File: src/rtl/pipe_hazard_pkg.sv
// Shared widths, latency constants and the counter-width helper for the ID-stage hazard scoreboard.
// Pure declarations; no timing or handshake of its own.
package pipe_hazard_pkg;

  function automatic int clog2(input int value);
    int res;
    res = 0;
    for (int i = 0; i < 31; i++) begin
      if ((1 << i) < value) res = i + 1;
    end
    return res;
  endfunction

  localparam int DEF_REG_ADDR_W = 5;
  localparam int DEF_MAX_LAT    = 8;
  localparam int DEF_CNT_W      = clog2(DEF_MAX_LAT + 1);
  localparam int DEF_PERF_W     = 32;

  localparam logic [DEF_CNT_W-1:0] LAT_ALU  = DEF_CNT_W'(1);
  localparam logic [DEF_CNT_W-1:0] LAT_LOAD = DEF_CNT_W'(2);
  localparam logic [DEF_CNT_W-1:0] LAT_MUL  = DEF_CNT_W'(4);
  localparam logic [DEF_CNT_W-1:0] LAT_DIV  = DEF_CNT_W'(8);

endpackage

File: src/rtl/pipe_hazard_scoreboard_if.sv
// ID-stage issue request toward the scoreboard and the stall/flush/status answer back.
// All answers are combinational in the same cycle; the ID stage holds its request while stalled.
interface pipe_hazard_scoreboard_if
  import pipe_hazard_pkg::*;
#(
  parameter int REG_ADDR_W = DEF_REG_ADDR_W,
  parameter int NUM_REGS   = 2 ** REG_ADDR_W,
  parameter int CNT_W      = DEF_CNT_W,
  parameter int PERF_W     = DEF_PERF_W
);

  logic                  issue_valid_d;
  logic [REG_ADDR_W-1:0] rs_d;
  logic [REG_ADDR_W-1:0] rt_d;
  logic                  rs_used_d;
  logic                  rt_used_d;
  logic                  branch_d;
  logic                  branch_taken_d;
  logic                  wr_en_d;
  logic [REG_ADDR_W-1:0] wr_reg_d;
  logic [CNT_W-1:0]      wr_lat_d;
  logic                  ext_use_d;
  logic                  ext_busy_i;

  logic                  StallF;
  logic                  StallD;
  logic                  FlushE;
  logic                  FlushD;
  logic [NUM_REGS-1:0]   busy_o;
  logic [PERF_W-1:0]     stall_cnt_o;

  modport master (
    output issue_valid_d, rs_d, rt_d, rs_used_d, rt_used_d, branch_d, branch_taken_d,
    output wr_en_d, wr_reg_d, wr_lat_d, ext_use_d, ext_busy_i,
    input  StallF, StallD, FlushE, FlushD, busy_o, stall_cnt_o
  );

  modport slave (
    input  issue_valid_d, rs_d, rt_d, rs_used_d, rt_used_d, branch_d, branch_taken_d,
    input  wr_en_d, wr_reg_d, wr_lat_d, ext_use_d, ext_busy_i,
    output StallF, StallD, FlushE, FlushD, busy_o, stall_cnt_o
  );

endinterface

File: src/rtl/hazard_reg_timer.sv
// One register's result-pending countdown: load clamps to MAX_LAT, otherwise counts down to 0.
// Updates on the clock edge only; busy is a plain decode of the current count.
module hazard_reg_timer #(
  parameter int CNT_W   = 4,
  parameter int MAX_LAT = 8
) (
  input  logic             clk,
  input  logic             rst_n,
  input  logic             load_i,
  input  logic [CNT_W-1:0] load_val_i,
  output logic [CNT_W-1:0] cnt_o,
  output logic             busy_o
);

  logic [CNT_W-1:0] cnt_d, cnt_q;

  // A fresh load overrides the running countdown: the newest producer owns the register.
  always_comb begin
    cnt_d = cnt_q;
    if (load_i) begin
      cnt_d = (load_val_i > CNT_W'(MAX_LAT)) ? CNT_W'(MAX_LAT) : load_val_i;
    end else if (cnt_q != '0) begin
      cnt_d = cnt_q - CNT_W'(1);
    end
  end

  always_ff @(posedge clk or negedge rst_n) begin
    if (!rst_n) cnt_q <= '0;
    else        cnt_q <= cnt_d;
  end

  assign cnt_o  = cnt_q;
  assign busy_o = (cnt_q != '0);

endmodule

File: src/rtl/pipe_hazard_scoreboard.sv
// ID-stage hazard unit: per-register countdown scoreboard driving stall/flush with zero-cycle latency.
// A hazard holds IF/ID and bubbles EX; the stalled instruction is expected to be re-presented.
module pipe_hazard_scoreboard
  import pipe_hazard_pkg::*;
#(
  parameter int REG_ADDR_W = DEF_REG_ADDR_W,
  parameter int NUM_REGS   = 2 ** REG_ADDR_W,
  parameter int MAX_LAT    = DEF_MAX_LAT,
  parameter int CNT_W      = clog2(MAX_LAT + 1),
  parameter int PERF_W     = DEF_PERF_W
) (
  input logic                    clk,
  input logic                    rst_n,
  pipe_hazard_scoreboard_if.slave hif
);

  logic [NUM_REGS-1:0][CNT_W-1:0] cnt;
  logic [NUM_REGS-1:0]            busy;
  logic [CNT_W-1:0]               cnt_a, cnt_b, raw_thr;
  logic                           raw_a, raw_b, struct_hz, hz, fire, load_en;
  logic [PERF_W-1:0]              stall_cnt_d, stall_cnt_q;

  assign cnt[0]  = '0;
  assign busy[0] = 1'b0;

  // Branches compare in ID so they need the value one cycle earlier than an EX consumer.
  always_comb begin
    cnt_a     = cnt[hif.rs_d];
    cnt_b     = cnt[hif.rt_d];
    raw_thr   = hif.branch_d ? CNT_W'(0) : CNT_W'(1);
    raw_a     = hif.rs_used_d & (hif.rs_d != '0) & (cnt_a > raw_thr);
    raw_b     = hif.rt_used_d & (hif.rt_d != '0) & (cnt_b > raw_thr);
    struct_hz = hif.ext_use_d & hif.ext_busy_i;
    hz        = hif.issue_valid_d & (raw_a | raw_b | struct_hz);
    fire      = hif.issue_valid_d & ~hz;
    load_en   = fire & hif.wr_en_d & (hif.wr_lat_d != '0);
  end

  for (genvar r = 1; r < NUM_REGS; r++) begin : g_reg
    hazard_reg_timer #(
      .CNT_W   (CNT_W),
      .MAX_LAT (MAX_LAT)
    ) u_timer (
      .clk        (clk),
      .rst_n      (rst_n),
      .load_i     (load_en & (hif.wr_reg_d == REG_ADDR_W'(r))),
      .load_val_i (hif.wr_lat_d),
      .cnt_o      (cnt[r]),
      .busy_o     (busy[r])
    );
  end

  always_comb begin
    stall_cnt_d = stall_cnt_q;
    if (hz && (stall_cnt_q != '1)) stall_cnt_d = stall_cnt_q + PERF_W'(1);
  end

  always_ff @(posedge clk or negedge rst_n) begin
    if (!rst_n) stall_cnt_q <= '0;
    else        stall_cnt_q <= stall_cnt_d;
  end

  // FlushD is qualified by issue_valid_d so an idle ID slot never leaks X into IF/ID.
  assign hif.StallF      = hz;
  assign hif.StallD      = hz;
  assign hif.FlushE      = hz;
  assign hif.FlushD      = hif.issue_valid_d & hif.branch_taken_d & ~hz;
  assign hif.busy_o      = busy;
  assign hif.stall_cnt_o = stall_cnt_q;

endmodule
File: src/flat_wrapper.sv
// flat-port wrapper written by rule: the top's interface ports become plain ports
module pipe_hazard_scoreboard_flat import pipe_hazard_pkg::*;
#(
  parameter int REG_ADDR_W = DEF_REG_ADDR_W,
  parameter int NUM_REGS   = 2 ** REG_ADDR_W,
  parameter int MAX_LAT    = DEF_MAX_LAT,
  parameter int CNT_W      = clog2(MAX_LAT + 1),
  parameter int PERF_W     = DEF_PERF_W
)
  (clk, rst_n, hif_issue_valid_d, hif_rs_d, hif_rt_d, hif_rs_used_d, hif_rt_used_d, hif_branch_d, hif_branch_taken_d, hif_wr_en_d, hif_wr_reg_d, hif_wr_lat_d, hif_ext_use_d, hif_ext_busy_i, hif_StallF, hif_StallD, hif_FlushE, hif_FlushD, hif_busy_o, hif_stall_cnt_o);
  pipe_hazard_scoreboard_if #(.REG_ADDR_W(REG_ADDR_W), .NUM_REGS(NUM_REGS), .CNT_W(CNT_W), .PERF_W(PERF_W)) hif_i ();
  input logic clk;
  input logic rst_n;
  input wire logic [$bits(hif_i.issue_valid_d)-1:0] hif_issue_valid_d;
  input wire logic [$bits(hif_i.rs_d)-1:0] hif_rs_d;
  input wire logic [$bits(hif_i.rt_d)-1:0] hif_rt_d;
  input wire logic [$bits(hif_i.rs_used_d)-1:0] hif_rs_used_d;
  input wire logic [$bits(hif_i.rt_used_d)-1:0] hif_rt_used_d;
  input wire logic [$bits(hif_i.branch_d)-1:0] hif_branch_d;
  input wire logic [$bits(hif_i.branch_taken_d)-1:0] hif_branch_taken_d;
  input wire logic [$bits(hif_i.wr_en_d)-1:0] hif_wr_en_d;
  input wire logic [$bits(hif_i.wr_reg_d)-1:0] hif_wr_reg_d;
  input wire logic [$bits(hif_i.wr_lat_d)-1:0] hif_wr_lat_d;
  input wire logic [$bits(hif_i.ext_use_d)-1:0] hif_ext_use_d;
  input wire logic [$bits(hif_i.ext_busy_i)-1:0] hif_ext_busy_i;
  output wire logic [$bits(hif_i.StallF)-1:0] hif_StallF;
  output wire logic [$bits(hif_i.StallD)-1:0] hif_StallD;
  output wire logic [$bits(hif_i.FlushE)-1:0] hif_FlushE;
  output wire logic [$bits(hif_i.FlushD)-1:0] hif_FlushD;
  output wire logic [$bits(hif_i.busy_o)-1:0] hif_busy_o;
  output wire logic [$bits(hif_i.stall_cnt_o)-1:0] hif_stall_cnt_o;
  assign hif_i.issue_valid_d = hif_issue_valid_d;
  assign hif_i.rs_d = hif_rs_d;
  assign hif_i.rt_d = hif_rt_d;
  assign hif_i.rs_used_d = hif_rs_used_d;
  assign hif_i.rt_used_d = hif_rt_used_d;
  assign hif_i.branch_d = hif_branch_d;
  assign hif_i.branch_taken_d = hif_branch_taken_d;
  assign hif_i.wr_en_d = hif_wr_en_d;
  assign hif_i.wr_reg_d = hif_wr_reg_d;
  assign hif_i.wr_lat_d = hif_wr_lat_d;
  assign hif_i.ext_use_d = hif_ext_use_d;
  assign hif_i.ext_busy_i = hif_ext_busy_i;
  assign hif_StallF = hif_i.StallF;
  assign hif_StallD = hif_i.StallD;
  assign hif_FlushE = hif_i.FlushE;
  assign hif_FlushD = hif_i.FlushD;
  assign hif_busy_o = hif_i.busy_o;
  assign hif_stall_cnt_o = hif_i.stall_cnt_o;
  pipe_hazard_scoreboard #(.REG_ADDR_W(REG_ADDR_W), .NUM_REGS(NUM_REGS), .MAX_LAT(MAX_LAT), .CNT_W(CNT_W), .PERF_W(PERF_W)) u_core (.clk(clk), .rst_n(rst_n), .hif(hif_i));
endmodule
File: config.mk
export PLATFORM = sky130hd
export DESIGN_NAME = pipe_hazard_scoreboard_flat
export DESIGN_NICKNAME = d
export VERILOG_FILES = /design/src/rtl/pipe_hazard_pkg.sv /design/src/rtl/pipe_hazard_scoreboard_if.sv /design/src/rtl/hazard_reg_timer.sv /design/src/rtl/pipe_hazard_scoreboard.sv /design/src/flat_wrapper.sv
export SDC_FILE = /design/constraint.sdc
export NUM_CORES = 1
export LEC_CHECK = 0
export ABC_AREA = 0
export CORE_MARGIN = 3
export CORE_UTILIZATION = 30
export DETAILED_ROUTE_END_ITERATION = 10
export GPL_ROUTABILITY_DRIVEN = 1
export GPL_TIMING_DRIVEN = 0
export PLACE_DENSITY = 0.53
export SKIP_LAST_GASP = 1
export SLEW_MARGIN = 5
export SYNTH_ARGS = -nofsm -noshare
export SYNTH_HDL_FRONTEND = slang
export SYNTH_SLANG_ARGS = --single-unit
export TNS_END_PERCENT = 1
File: constraint.sdc
create_clock -name clk -period 8.71 [get_ports clk]
set_input_delay 1.3065 -clock clk [delete_from_list [all_inputs] [get_ports clk]]
set_output_delay 1.3065 -clock clk [all_outputs]
set_load 0.005 [all_outputs]
## Yosys cells after proc, flatten, opt, wreduce, memory -nomap -nowiden

Cells that the tools add are included.

- Mux-type cells: 68
- Equality and inequality tests: 32
- Reductions and logical operators: 66
- Bitwise logic cells: 45
- Add/sub/neg operators: 32
- $lt $le $gt $ge: 5

Operator list:

| operator | number |
|---|---|
| 4-bit 2-to-1 mux | 65 |
| 4-bit nonzero test | 32 |
| 4-bit by 1-bit subtractor with 4-bit output, second input constant | 31 |
| 5-bit equality test, second input constant | 16 |
| 2-bit nonzero test | 31 |
| 1-bit bitwise AND | 42 |
| 4-bit binary-select mux with 5-bit select | 2 |
| 5-bit by 4-bit equality test with 1-bit output, second input constant | 8 |
| 32-bit by 1-bit adder with 32-bit output, second input constant | 1 |
| 32-bit != test, second input constant | 1 |
| 5-bit by 3-bit equality test with 1-bit output, second input constant | 4 |
| 5-bit by 6-bit < comparator with 1-bit output, second input constant | 2 |
| 5-bit by 2-bit equality test with 1-bit output, second input constant | 2 |
| 5-bit nonzero test | 2 |
| 4-bit greater-than comparator | 2 |
| 5-bit by 1-bit equality test with 1-bit output, second input constant | 1 |
| 4-bit greater-than comparator, second input constant | 1 |
| 1-bit bitwise OR | 2 |
| 1-bit logical AND | 1 |
| 1-bit 2-to-1 mux | 1 |
| 1-bit inverter | 1 |

- Register bits after elaboration: 156
- Input bits: 29
- Output and inout port bits: 68
- Word-level logic and storage cells: 280

## Logic depth before layout (Yosys ltp)

Gate-level depths: netlist (run 1).

- Word-level depth: 13
- Mapped depth: 19
- Depth with buffers taken out: 13

## By module

Synthesis (run 1) repeated with hierarchy kept, for this count alone.

- Cells, all modules: 1178
- Area total of the unflattened synthesis: 11990.2 µm²

By module, submodules not included:

| module | area each (µm²) | cells each | sequential area each (µm²) | instances |
|---|---|---|---|---|
| hazard_reg_timer | 262.8 | 24 | 100.1 | 31 |
| pipe_hazard_scoreboard | 3844.9 | 434 | 800.8 | 1 |

## Worst setup path after synthesis (run 1)

Ideal clock, no wire load.

- Path type: input to output
- Start: in hif_rs_d[1]
- End: out hif_StallD
- Buffers on the path: 7
- Data arrival time: 4746 ps
- Data required time: 7404 ps
- Cell stages on the path: 16
- Path slack: 2657 ps
- Cell sequence: buf_6 > buf_2 > buf_1 > mux4_2 > mux4_2 > mux2i_1 > ha_1 > o32ai_1 > a2111oi_1 > a31oi_1 > nor3_4 > buf_6 > buf_12 > buf_2 > nor2b_1 > buf_4

- Word-level cells in the longest chain between the ends: 7
- Elaborated cells on any way between the ends: 9
- Those cells by class: 1 x order compare; 2 x mux; 5 x bitwise; 1 x reduce/logical

RTL lines:

| item | RTL line | RTL |
|---|---|---|
| from (decl) | flat_wrapper.sv:15 | `input wire logic [$bits(hif_i.rs_d)-1:0] hif_rs_d;` |
| 4-bit binary-select mux with 5-bit select | pipe_hazard_scoreboard.sv:28 | `cnt_a = cnt[hif.rs_d];` |
| 4-bit 2-to-1 mux (not written as such) | pipe_hazard_scoreboard.sv:28 |  |
| 4-bit greater-than comparator | pipe_hazard_scoreboard.sv:31 | `raw_a = hif.rs_used_d & (hif.rs_d != '0) & (cnt_a > raw_thr);` |
| 1-bit bitwise AND (*) | pipe_hazard_scoreboard.sv:31 |  |
| 1-bit bitwise OR (*) (2 in a row) | pipe_hazard_scoreboard.sv:34 | `hz = hif.issue_valid_d & (raw_a \| raw_b \| struct_hz);` |
| 1-bit bitwise AND (*) | pipe_hazard_scoreboard.sv:34 |  |
| to (decl) | flat_wrapper.sv:27 | `output wire logic [$bits(hif_i.StallD)-1:0] hif_StallD;` |

Mark *: on every way between the ends. The rest lies on a longest branch, timed or not. The select of a mux whose other input is x is not followed.

## Final worst setup path (run 1)

- Start: in hif_rt_d[0]
- End: out hif_FlushD

- Word-level cells in the longest chain between the ends: 9
- Elaborated cells on any way between the ends: 11
- Those cells by class: 1 x order compare; 2 x mux; 7 x bitwise; 1 x reduce/logical

RTL lines:

| item | RTL line | RTL |
|---|---|---|
| from (decl) | flat_wrapper.sv:16 | `input wire logic [$bits(hif_i.rt_d)-1:0] hif_rt_d;` |
| 4-bit binary-select mux with 5-bit select | pipe_hazard_scoreboard.sv:29 | `cnt_b = cnt[hif.rt_d];` |
| 4-bit 2-to-1 mux (not written as such) | pipe_hazard_scoreboard.sv:29 |  |
| 4-bit greater-than comparator | pipe_hazard_scoreboard.sv:32 | `raw_b = hif.rt_used_d & (hif.rt_d != '0) & (cnt_b > raw_thr);` |
| 1-bit bitwise AND (*) | pipe_hazard_scoreboard.sv:32 |  |
| 1-bit bitwise OR (*) (2 in a row) | pipe_hazard_scoreboard.sv:34 |  |
| 1-bit bitwise AND (*) | pipe_hazard_scoreboard.sv:34 |  |
| 1-bit inverter (*) | pipe_hazard_scoreboard.sv:67 | `assign hif.FlushD = hif.issue_valid_d & hif.branch_taken_d & ~hz;` |
| 1-bit bitwise AND (*) | pipe_hazard_scoreboard.sv:67 |  |
| to (decl) | flat_wrapper.sv:29 | `output wire logic [$bits(hif_i.FlushD)-1:0] hif_FlushD;` |

Marked as above.

==> results of run 1 <==
[sequential cells by signal (all words and copies together) (netlist names)]
name and flops:
u_core.hif.stall_cnt_o 32, u_core.g.u_timer.cnt_o 124
[power by group through the flow]
stage / registers [W] / clock network (W) / logic, W
CTS: 0.00140 / 0.000833 / 0.00212
floorplan: 0.00130 / 0 / 0.00159
detailed placement: 0.00141 / 0 / 0.00210
finish: 0.00141 / 0.000816 / 0.00210
global placement: 0.00141 / 0 / 0.00206
global route: 0.00146 / 0.000861 / 0.00239
[logic make-up (layout without fill, tap and decap cells)]
group,count (synthesis),in the layout
simple gates,354,354
xor+xnor,92,92
compound gates,99,99
fa+ha+maj,65,65
buf+inv,154,278
mux,176,176
flops,156,156
other cells,1,1
[routing by layer]
layer  GRT usage [%]  vias to the layer above  part of all wire, %
met5               0                        -                    0
met4            3.75                        0                  1.2
met3            3.32                       28                  4.3
met2            26.2                      215                   46
met1            24.1                     4338                   49
li1                -                     4084                    -
[worst register-to-register path, stage by stage, from the launching register on]
cell and delay (ns):
dfrtp_1 0.46, mux4_2 0.52, mux4_2 0.47, mux2i_1 0.15, ha_1 0.16, o22ai_1 0.07, a21oi_1 0.17, a21boi_0 0.27
nor2_1 0.11, nor3_4 0.42, and4_1 0.35, clkbuf_1 0.29, mux2_2 0.37
[metrics by stage]
stage               instances  setup TNS [ns]  setup slack, ns
finish                   1689               0            0.420
floorplan                1097               0             2.66
detailed placement       1657               0            0.469
global placement         1656         -129.40           -0.858
global route             1689               0            0.140
CTS                      1689               0            0.438
[synthesized netlist by cell type, drive strengths merged, types with 7 or more instances]
library cell | instances | share of area, %
inv | 65 | 2.2
dfrtp | 156 | 35
or3 | 32 | 1.8
and4 | 12 | 0.94
mux2i | 99 | 8.9
nand2b | 7 | 0.39
nor4 | 12 | 0.67
xor2 | 59 | 4.6
nor2 | 46 | 1.5
ha | 65 | 7.3
o21ai | 40 | 1.8
and3 | 10 | 0.56
mux4 | 43 | 8.7
xnor2 | 33 | 2.6
nand2 | 122 | 4.1
clkbuf | 30 | 1.0
mux2 | 34 | 3.4
buf | 59 | 3.8
nand3 | 15 | 0.67
nand4 | 28 | 2.7
nor3 | 50 | 2.3
a21o | 32 | 2.1
[final cells by class]
type                    instances  area [um^2]
plain buffers                  89          533
clock buffers                  17          425
clock inverters                15          199
fillers                      3674        23300
inverters                      65          244
multi-input cells             787         6520
flip-flops and latches        156         3900
well taps                     468          586
repair buffers                 92          943
[placed cells by master (no fill, tap or decap), types with 10 or more instances in the layout]
cell,instances
and3_1,10
nor2_1,46
mux2i_1,99
o21ai_0,40
inv_1,64
dfrtp_1,156
nor3_1,49
mux2_2,33
xnor2_1,33
buf_4,35
nand4_1,11
clkbuf_16,17
clkdlybuf4s50_1,90
nand3_1,15
a21o_1,32
or3_1,32
clkbuf_1,30
buf_2,16
nand4_2,15
and4_1,12
xor2_1,59
nand2_1,122
ha_1,65
nor4_1,12
mux4_2,42
[final timing paths]
check / from / to / slack, ns
setup / recovery: hif_rt_d[0] / hif_FlushD / 0.42
hold / removal: u_core.hif.stall_cnt_o[27]$_DFFE_PN0P_ / u_core.hif.stall_cnt_o[27]$_DFFE_PN0P_ / 0.50
setup reg to reg: u_core.g_reg[31].u_timer.cnt_o[0]$_DFFE_PN0P_ / u_core.g_reg[16].u_timer.cnt_o[3]$_DFFE_PN0P_ / 4.77
hold reg to reg: u_core.hif.stall_cnt_o[27]$_DFFE_PN0P_ / u_core.hif.stall_cnt_o[27]$_DFFE_PN0P_ / 0.50
max in group asynchronous: rst_n / u_core.hif.stall_cnt_o[17]$_DFFE_PN0P_ / 7.03
min in group asynchronous: rst_n / u_core.g_reg[11].u_timer.cnt_o[3]$_DFFE_PN0P_ / 0.79
==> impl_metrics.toml, run 1 <==
[timing]
setup-violations-final = 0
finalHoldViolCount = 0
fin_crit_ns = 8.29
fin_crit_sh_pct = 95.2
slew-limit-headroom_pct = 33.7
worst_pin_slew_ns = 0.995
fmax_ghz = 0.121
holdWs_ns = 0.495
fin_skew_ns = 0.0145
maxSlewViolCount = 0
rsz0062_at_grt = "no"

[power_and_ir_drop]
power.leakage_nw = 6.59
swShare_pct = 39.4
p_switching_w = 0.00170
p_total_w = 0.00432
combPwrFrac_pct = 48.6
clkPwrFrac_pct = 18.9
sequentialPowerShare_pct = 32.5
peakVddDrop_v = 0.000147
p_int_w = 0.00262
powerDensity_nw_per_um2 = 324

[synthesis]
synth-main-ff-cell = "dfrtp_1"
yosysSeqAreaShare_pct = 34.9
syn_area_um2 = 11200
synth.distinct_cells = 55
syn_area_per_cell_um2 = 10.2
syn-num-nets = 1191
synth_compound_area_share_pct = 5.72
synth_edf_count = 0
synth_seq_cells = 156
synth_fa_ha_area_share_pct = 7.26
synth_top_family_by_area = "multiplexers"
yosysWarnings = 0
synthXorXnorAreaFrac_pct = 7.20
synth_simple_gate_area_share_pct = 17.0
async_flop_share_pct = 100
synth.area.mux_share_pct = 21.0
syn_inst = 1097

[detailed_routing]
post_drt_wl_per_cell_um = 19.2
vias_per_cell = 5.13
dr_total_vias = 8665
drt_first_pass_iters = 5
totalWireLength_um = 32400
drcViolationCount = 0
ant_nets = 0
drtIter0Drc = 620

[critical_path]
cp.buffers_inverters = 7
crit_cells = 17
max_stage_delay_ns = 0.76
worstSetupEndpointType = "primary output"
setup.worst_path.class = "in -> out"
path_delay_family = "buffers and inverters"
r2r_cells = 12
required_ns = 7.40
path_cells = "clkdlybuf4s50_1, buf_2, buf_1, mux4_2, mux4_2, mux2i_1, ha_1, o22ai_1, a21oi_1, a21boi_0, nor2_1, nor3_4, buf_6, buf_12, buf_2, and3_1, clkdlybuf4s50_1"
critPathLaunchType = "input port"
critPathSlowestCell = "buf_1"
arrival_ns = 6.98
path_max_fanout = 10

[min_path]
whs_path_depth = 1
holdCritPathClass = "reg -> reg"

[place]
placed_cell_area_um2 = 12700
io_buffers = 91
dp_hpwl_um = 23800
gp_congestion = 0.841

[clocking]
cts_setup_buffers = 0
insertion_delay_ns = 0.45
clockRootBuffer = "clkbuf_16"
cts_tree = "built"
cts_resized = 0
cts_buffers = 17
cts_buffer_depth = 2
postCtsHoldBufs = 0
clkSlewWorstSetupHoldPaths_ns = 0.07
htreeDepth = 4
numClockSinks = 156

[floorplanning]
rows = 70
die_y_um = 199
start_util_pct = 30.5
io_pins = 97
fp.coreArea_um2 = 36700
die_x_um = 199
fp.dieArea_um2 = 39700

[cells_and_area]
final_area_um2 = 13400
area_growth_pct = 19.2
drive_above_1_share_pct = 15.0
antenna_cells = 0
fin_util_pct = 36.4
layout.nets = 1302

[global_routing]
track_usage_pct = 16.7
gr-total-overflow = 0
grt_max_degree = 99
grt_pass1_wl_um = 50200
antenna_found_initial = 0
grt_pass1_vias = 8451

[run]
drv_cap = 0

[status]
status = "complete, no violations"
(Power assumes the default switching activity.)
==> run 2, diff against run 1 <==
Settings changed: MAX_ROUTING_LAYER from default to met4.
==> run 2 against run 1 <==
  * Clock power about the same
  * Setup slack better by 0.0062 ns
  * Maximum frequency barely moved
  * Count of clock-buffer cells in the layout stayed put
  * Highest routed layer unchanged
  * Non-clock buffer count unchanged
  * Die area unchanged
  * Hold slack barely moved
==> impl_metrics.toml, run 2 (synthesis results as in run 1) <==
[status]
status = "complete, no violations"

[detailed_routing]
drtIter0Drc = 667
ant_nets = 0
vias_per_cell = 5.12
totalWireLength_um = 32500
dr_total_vias = 8647
post_drt_wl_per_cell_um = 19.2
drt_first_pass_iters = 5
drcViolationCount = 0

[power_and_ir_drop]
powerDensity_nw_per_um2 = 324
power.leakage_nw = 6.59
peakVddDrop_v = 0.000148

[critical_path]
arrival_ns = 6.98
required_ns = 7.40
setup.worst_path.class = "in -> out"
path_max_fanout = 10
worstSetupEndpointType = "primary output"
r2r_cells = 13
critPathLaunchType = "input port"

[clocking]
cts_setup_buffers = 0
clkSlewWorstSetupHoldPaths_ns = 0.07
cts_resized = 0
cts_buffer_depth = 2
clockRootBuffer = "clkbuf_16"
htreeDepth = 4
numClockSinks = 156
cts_tree = "built"
cts_buffers = 17
postCtsHoldBufs = 0
insertion_delay_ns = 0.46

[cells_and_area]
largest_reg_flops = 124
antenna_cells = 0
n_fill_cell = 3674
layout_common_cells = "dfrtp_1 (156), nand2_1 (122), mux2i_1 (99)"
layout_commonest_cell = "dfrtp_1"
fin_cells = 1689
drive_above_1_share_pct = 15.0
register_area_um2 = 3900
layout.nets = 1302
fin_util_pct = 36.4
area_growth_pct = 19.2
multiInputGateArea_um2 = 6520

[global_routing]
gr-total-overflow = 0
track_usage_pct = 17.2
grt_pass1_wl_um = 50200
grt_max_degree = 99
grt_pass1_vias = 8453
antenna_found_initial = 0

[timing]
finalHoldViolCount = 0
maxSlewViolCount = 0
fmax_ghz = 0.121
fin_crit_sh_pct = 95.1
worst_pin_slew_ns = 0.979
fin_skew_ns = 0.0170
slew-limit-headroom_pct = 34.7
rsz0062_at_grt = "no"
fin_crit_ns = 8.28
setup-violations-final = 0

[floorplanning]
rows = 70
io_pins = 97
die_y_um = 199
fp.coreArea_um2 = 36700
die_x_um = 199
fp.dieArea_um2 = 39700
start_util_pct = 30.5

[place]
dp.cells = 1657
gp_congestion = 0.854
dp_hpwl_um = 23800
io_buffers = 91

[min_path]
whs_path_depth = 1
holdCritPathClass = "reg -> reg"

[run]
drv_cap = 0
==> run 2: cell counts in the layout (fill, tap and decap cells not counted) <==
Identical to the previous run, type by type.
==> run 2: worst max-delay path, stage by stage <==
cell and delay [ns]:
clkdlybuf4s50_1 0.72, buf_2 0.39, buf_1 0.74, mux4_2 0.63, mux4_2 0.50, mux2i_1 0.15
ha_1 0.16, o22ai_1 0.07, a21oi_1 0.16, a21boi_0 0.27, nor2_1 0.12, nor3_4 0.42
buf_6 0.24, buf_12 0.16, buf_2 0.22, and3_1 0.18, clkdlybuf4s50_1 0.51
==> run 2: metal layers <==
metal | part of all wire (%) | global-route usage [%] | vias to the layer above
met5 | 0 | - | -
met4 | 1.1 | 3.75 | 0
met3 | 5.4 | 3.27 | 26
met2 | 46 | 26.2 | 255
met1 | 48 | 24.1 | 4282
li1 | - | - | 4084
==> run 2: where the power goes <==
group	switching (W)	internal, W	leakage [nW]
sequential	0.000352	0.00106	1.91
combinational	0.000998	0.00110	4.38
clock	0.000353	0.000462	0.304
total	0.00170	0.00262	6.59
==> run 2: cell type report <==
| class | instances | share of cell area, % |
|---|---|---|
| multi-input cells | 787 | 48.8 |
| flip-flops and latches | 156 | 29.2 |
| repair buffers | 92 | 7.07 |
| well taps | 468 | 4.39 |
| plain buffers | 89 | 3.99 |
| clock buffers | 17 | 3.19 |
| inverters | 65 | 1.83 |
| clock inverters | 15 | 1.49 |
==> run 2: final timing paths <==
check	slack, ns	end	start
hold reg to reg	0.50	u_core.hif.stall_cnt_o[27]$_DFFE_PN0P_	u_core.hif.stall_cnt_o[27]$_DFFE_PN0P_
hold / removal	0.50	u_core.hif.stall_cnt_o[27]$_DFFE_PN0P_	u_core.hif.stall_cnt_o[27]$_DFFE_PN0P_
setup reg to reg	4.76	u_core.g_reg[11].u_timer.cnt_o[3]$_DFFE_PN0P_	u_core.g_reg[31].u_timer.cnt_o[0]$_DFFE_PN0P_
setup / recovery	0.43	hif_FlushD	hif_rt_d[0]
max in group asynchronous	7.04	u_core.hif.stall_cnt_o[17]$_DFFE_PN0P_	rst_n
min in group asynchronous	0.78	u_core.g_reg[11].u_timer.cnt_o[3]$_DFFE_PN0P_	rst_n
==> run 2: stage by stage <==
step / area [um^2] / hold slack, ns / setup WS [ns] / TNS (ns) / total power (W)
after floorplan: 11200 / 0.477 / 2.66 / 0 / 0.00290
after global placement: 12700 / 0.481 / -0.858 / -129.40 / 0.00346
after detailed placement: 12700 / 0.487 / 0.469 / 0 / 0.00352
after CTS: 13400 / 0.497 / 0.438 / 0 / 0.00436
after global routing: 13400 / 0.507 / 0.140 / 0 / 0.00470
final: 13400 / 0.495 / 0.427 / 0 / 0.00432
==> run 3, diff against run 2 <==
Settings changed: CORE_UTILIZATION 30 to 50, PLACE_DENSITY 0.53 to 0.77.
Clock period 8.71 ns to 10.6 ns, I/O delays scaled along.
==> run 3 against run 2 <==
  * Design area shrank 2.1%
  * Sequential share of layout area grew 0.62 points
  * Core utilization grew 23 points
  * Hold slack gained 0.0044 ns
  * Register-to-register slack gained 2.0 ns
  * Count of clock-buffer cells in the layout grew 1
  * Global-route usage grew 8.3 points
  * Sequential power shrank 18%
  * Non-clock buffer count is the same
  * Largest cell class unchanged
  * Highest routed layer unchanged
==> impl_metrics.toml, run 3 (synthesis results as in run 1) <==
[global_routing]
gr-total-overflow = 0
grt_max_degree = 95
grt_pass1_wl_um = 47700
track_usage_pct = 25.6
grt_pass1_vias = 8923
antenna_found_initial = 0

[detailed_routing]
totalWireLength_um = 29400
drt_first_pass_iters = 6
post_drt_wl_per_cell_um = 19.6
ant_nets = 0
dr_total_vias = 8906
drtIter0Drc = 850
vias_per_cell = 5.93
drcViolationCount = 0

[cells_and_area]
area_growth_pct = 16.8
layout_commonest_cell = "dfrtp_1"
largest_reg_flops = 124
fin_util_pct = 59.7
layout.nets = 1302
antenna_cells = 0
layout_common_cells = "dfrtp_1 (156), nand2_1 (122), mux2i_1 (99)"
drive_above_1_share_pct = 14.9

[place]
dp_hpwl_um = 21300
gp_congestion = 0.964
io_buffers = 91

[power_and_ir_drop]
swShare_pct = 40.4
clkPwrFrac_pct = 17.3
powerDensity_nw_per_um2 = 268
power.leakage_nw = 6.56
combPwrFrac_pct = 49.6
p_switching_w = 0.00141
p_int_w = 0.00209
peakVddDrop_v = 0.000148
sequentialPowerShare_pct = 33.1

[floorplanning]
io_pins = 97
rows = 54
fp.dieArea_um2 = 24200
fp.coreArea_um2 = 21900
die_y_um = 156
start_util_pct = 51.1
die_x_um = 156

[critical_path]
startpoint = "hif_rt_d[0]"
setup.worst_path.class = "in -> out"
r2r_end = "u_core.g_reg[21].u_timer.cnt_o[3]$_DFFE_PN0P_"
r2r_setup_slack_ns = 6.77
critPathSlowestCell = "clkdlybuf4s50_1"
crit_end = "hif_StallF"
worstSetupEndpointType = "primary output"
arrival_ns = 6.99
path_max_fanout = 10
r2r_start = "u_core.g_reg[10].u_timer.cnt_o[0]$_DFFE_PN0P_"
path_cells = "clkdlybuf4s50_1, buf_2, buf_1, mux4_2, mux4_2, mux2i_1, ha_1, o22ai_1, a21oi_1, a21boi_0, nor2_1, nor3_4, buf_6, buf_12, buf_2, nor2b_1, buf_4, clkdlybuf4s50_1"
critPathLaunchType = "input port"
required_ns = 9.01
r2r_cells = 12
max_stage_delay_ns = 0.67

[timing]
fmax_ghz = 0.117
fin_crit_sh_pct = 80.9
rsz0062_at_grt = "no"
fin_skew_ns = 0.0201
slew-limit-headroom_pct = 36.9
fin_crit_ns = 8.58
finalHoldViolCount = 0
worst_pin_slew_ns = 0.939
holdWs_ns = 0.500
maxSlewViolCount = 0
fin_tns_setup_ns = 0
setup-violations-final = 0

[run]
drv_cap = 0

[clocking]
cts_setup_buffers = 0
cts_tree = "built"
clockRootBuffer = "clkbuf_16"
htreeDepth = 4
cts_buffer_depth = 2
clkSlewWorstSetupHoldPaths_ns = 0.08
insertion_delay_ns = 0.44
cts_resized = 0
numClockSinks = 156
postCtsHoldBufs = 0
cts_buffers = 17

[min_path]
holdCritPathClass = "reg -> reg"

[status]
status = "complete, no violations"
[run 3: changes by cell type in the layout (fill, tap and decap cells not counted), sizes merged]
| cell | delta |
|---|---|
| inv | -2 |
| bufinv | -3 |
| clkbuf | +1 |
| clkinv | +4 |
[run 3: routing by layer]
layer	part of all wire, %	track usage (%)
met3	8.9	7.10
met1	42	33.6
met4	2.2	6.67
met5	0	-
met2	47	39.5
[run 3: worst min-delay path by stage]
stage | endpoint | cells after the start | from
after global routing | u_core.hif.stall_cnt_o[14]$_DFFE_PN0P_ | 1 | u_core.hif.stall_cnt_o[14]$_DFFE_PN0P_
after CTS | u_core.hif.stall_cnt_o[12]$_DFFE_PN0P_ | 1 | u_core.hif.stall_cnt_o[12]$_DFFE_PN0P_
final | u_core.hif.stall_cnt_o[12]$_DFFE_PN0P_ | 1 | u_core.hif.stall_cnt_o[12]$_DFFE_PN0P_
after global placement | u_core.hif.stall_cnt_o[12]$_DFFE_PN0P_ | 1 | u_core.hif.stall_cnt_o[12]$_DFFE_PN0P_
after floorplan | u_core.hif.stall_cnt_o[12]$_DFFE_PN0P_ | 1 | u_core.hif.stall_cnt_o[12]$_DFFE_PN0P_
after detailed placement | u_core.hif.stall_cnt_o[12]$_DFFE_PN0P_ | 1 | u_core.hif.stall_cnt_o[12]$_DFFE_PN0P_
[run 3: power groups by stage]
stage	sequential [W]	clock [W]	combinational [W]
4_1_cts	0.00115	0.000610	0.00174
6_report	0.00116	0.000605	0.00174
3_5_place_dp	0.00116	0	0.00172
2_1_floorplan	0.00107	0	0.00131
5_1_grt	0.00119	0.000636	0.00196
3_3_place_gp	0.00115	0	0.00164
[run 3: area by class of cell]
cell class / instances / area (um^2)
fill: 1865 / 8820
buffer: 89 / 533
clock buffer: 18 / 429
tap: 280 / 350
timing repair buffer: 92 / 943
multi-input combinational: 787 / 6520
inverter: 65 / 244
clock inverter: 14 / 154
sequential: 156 / 3900
[run 3: critical path: cells and delay by family]
family          cells  cell delay, ns
fa+ha+maj           1            0.16
mux                 3            1.28
compound gates      3            0.44
buf+inv             8            2.88
simple gates        3            0.60
[run 3: metrics by stage]
stage | cells | power (W) | cell area, um^2 | worst slack (ns)
2_1_floorplan | 1097 | 0.00238 | 11200 | 3.98
3_3_place_gp | 1468 | 0.00279 | 12500 | 1.26
3_5_place_dp | 1469 | 0.00288 | 12500 | 2.13
4_1_cts | 1501 | 0.00350 | 13100 | 2.10
5_1_grt | 1501 | 0.00379 | 13100 | 1.82
6_report | 1501 | 0.00350 | 13100 | 2.02
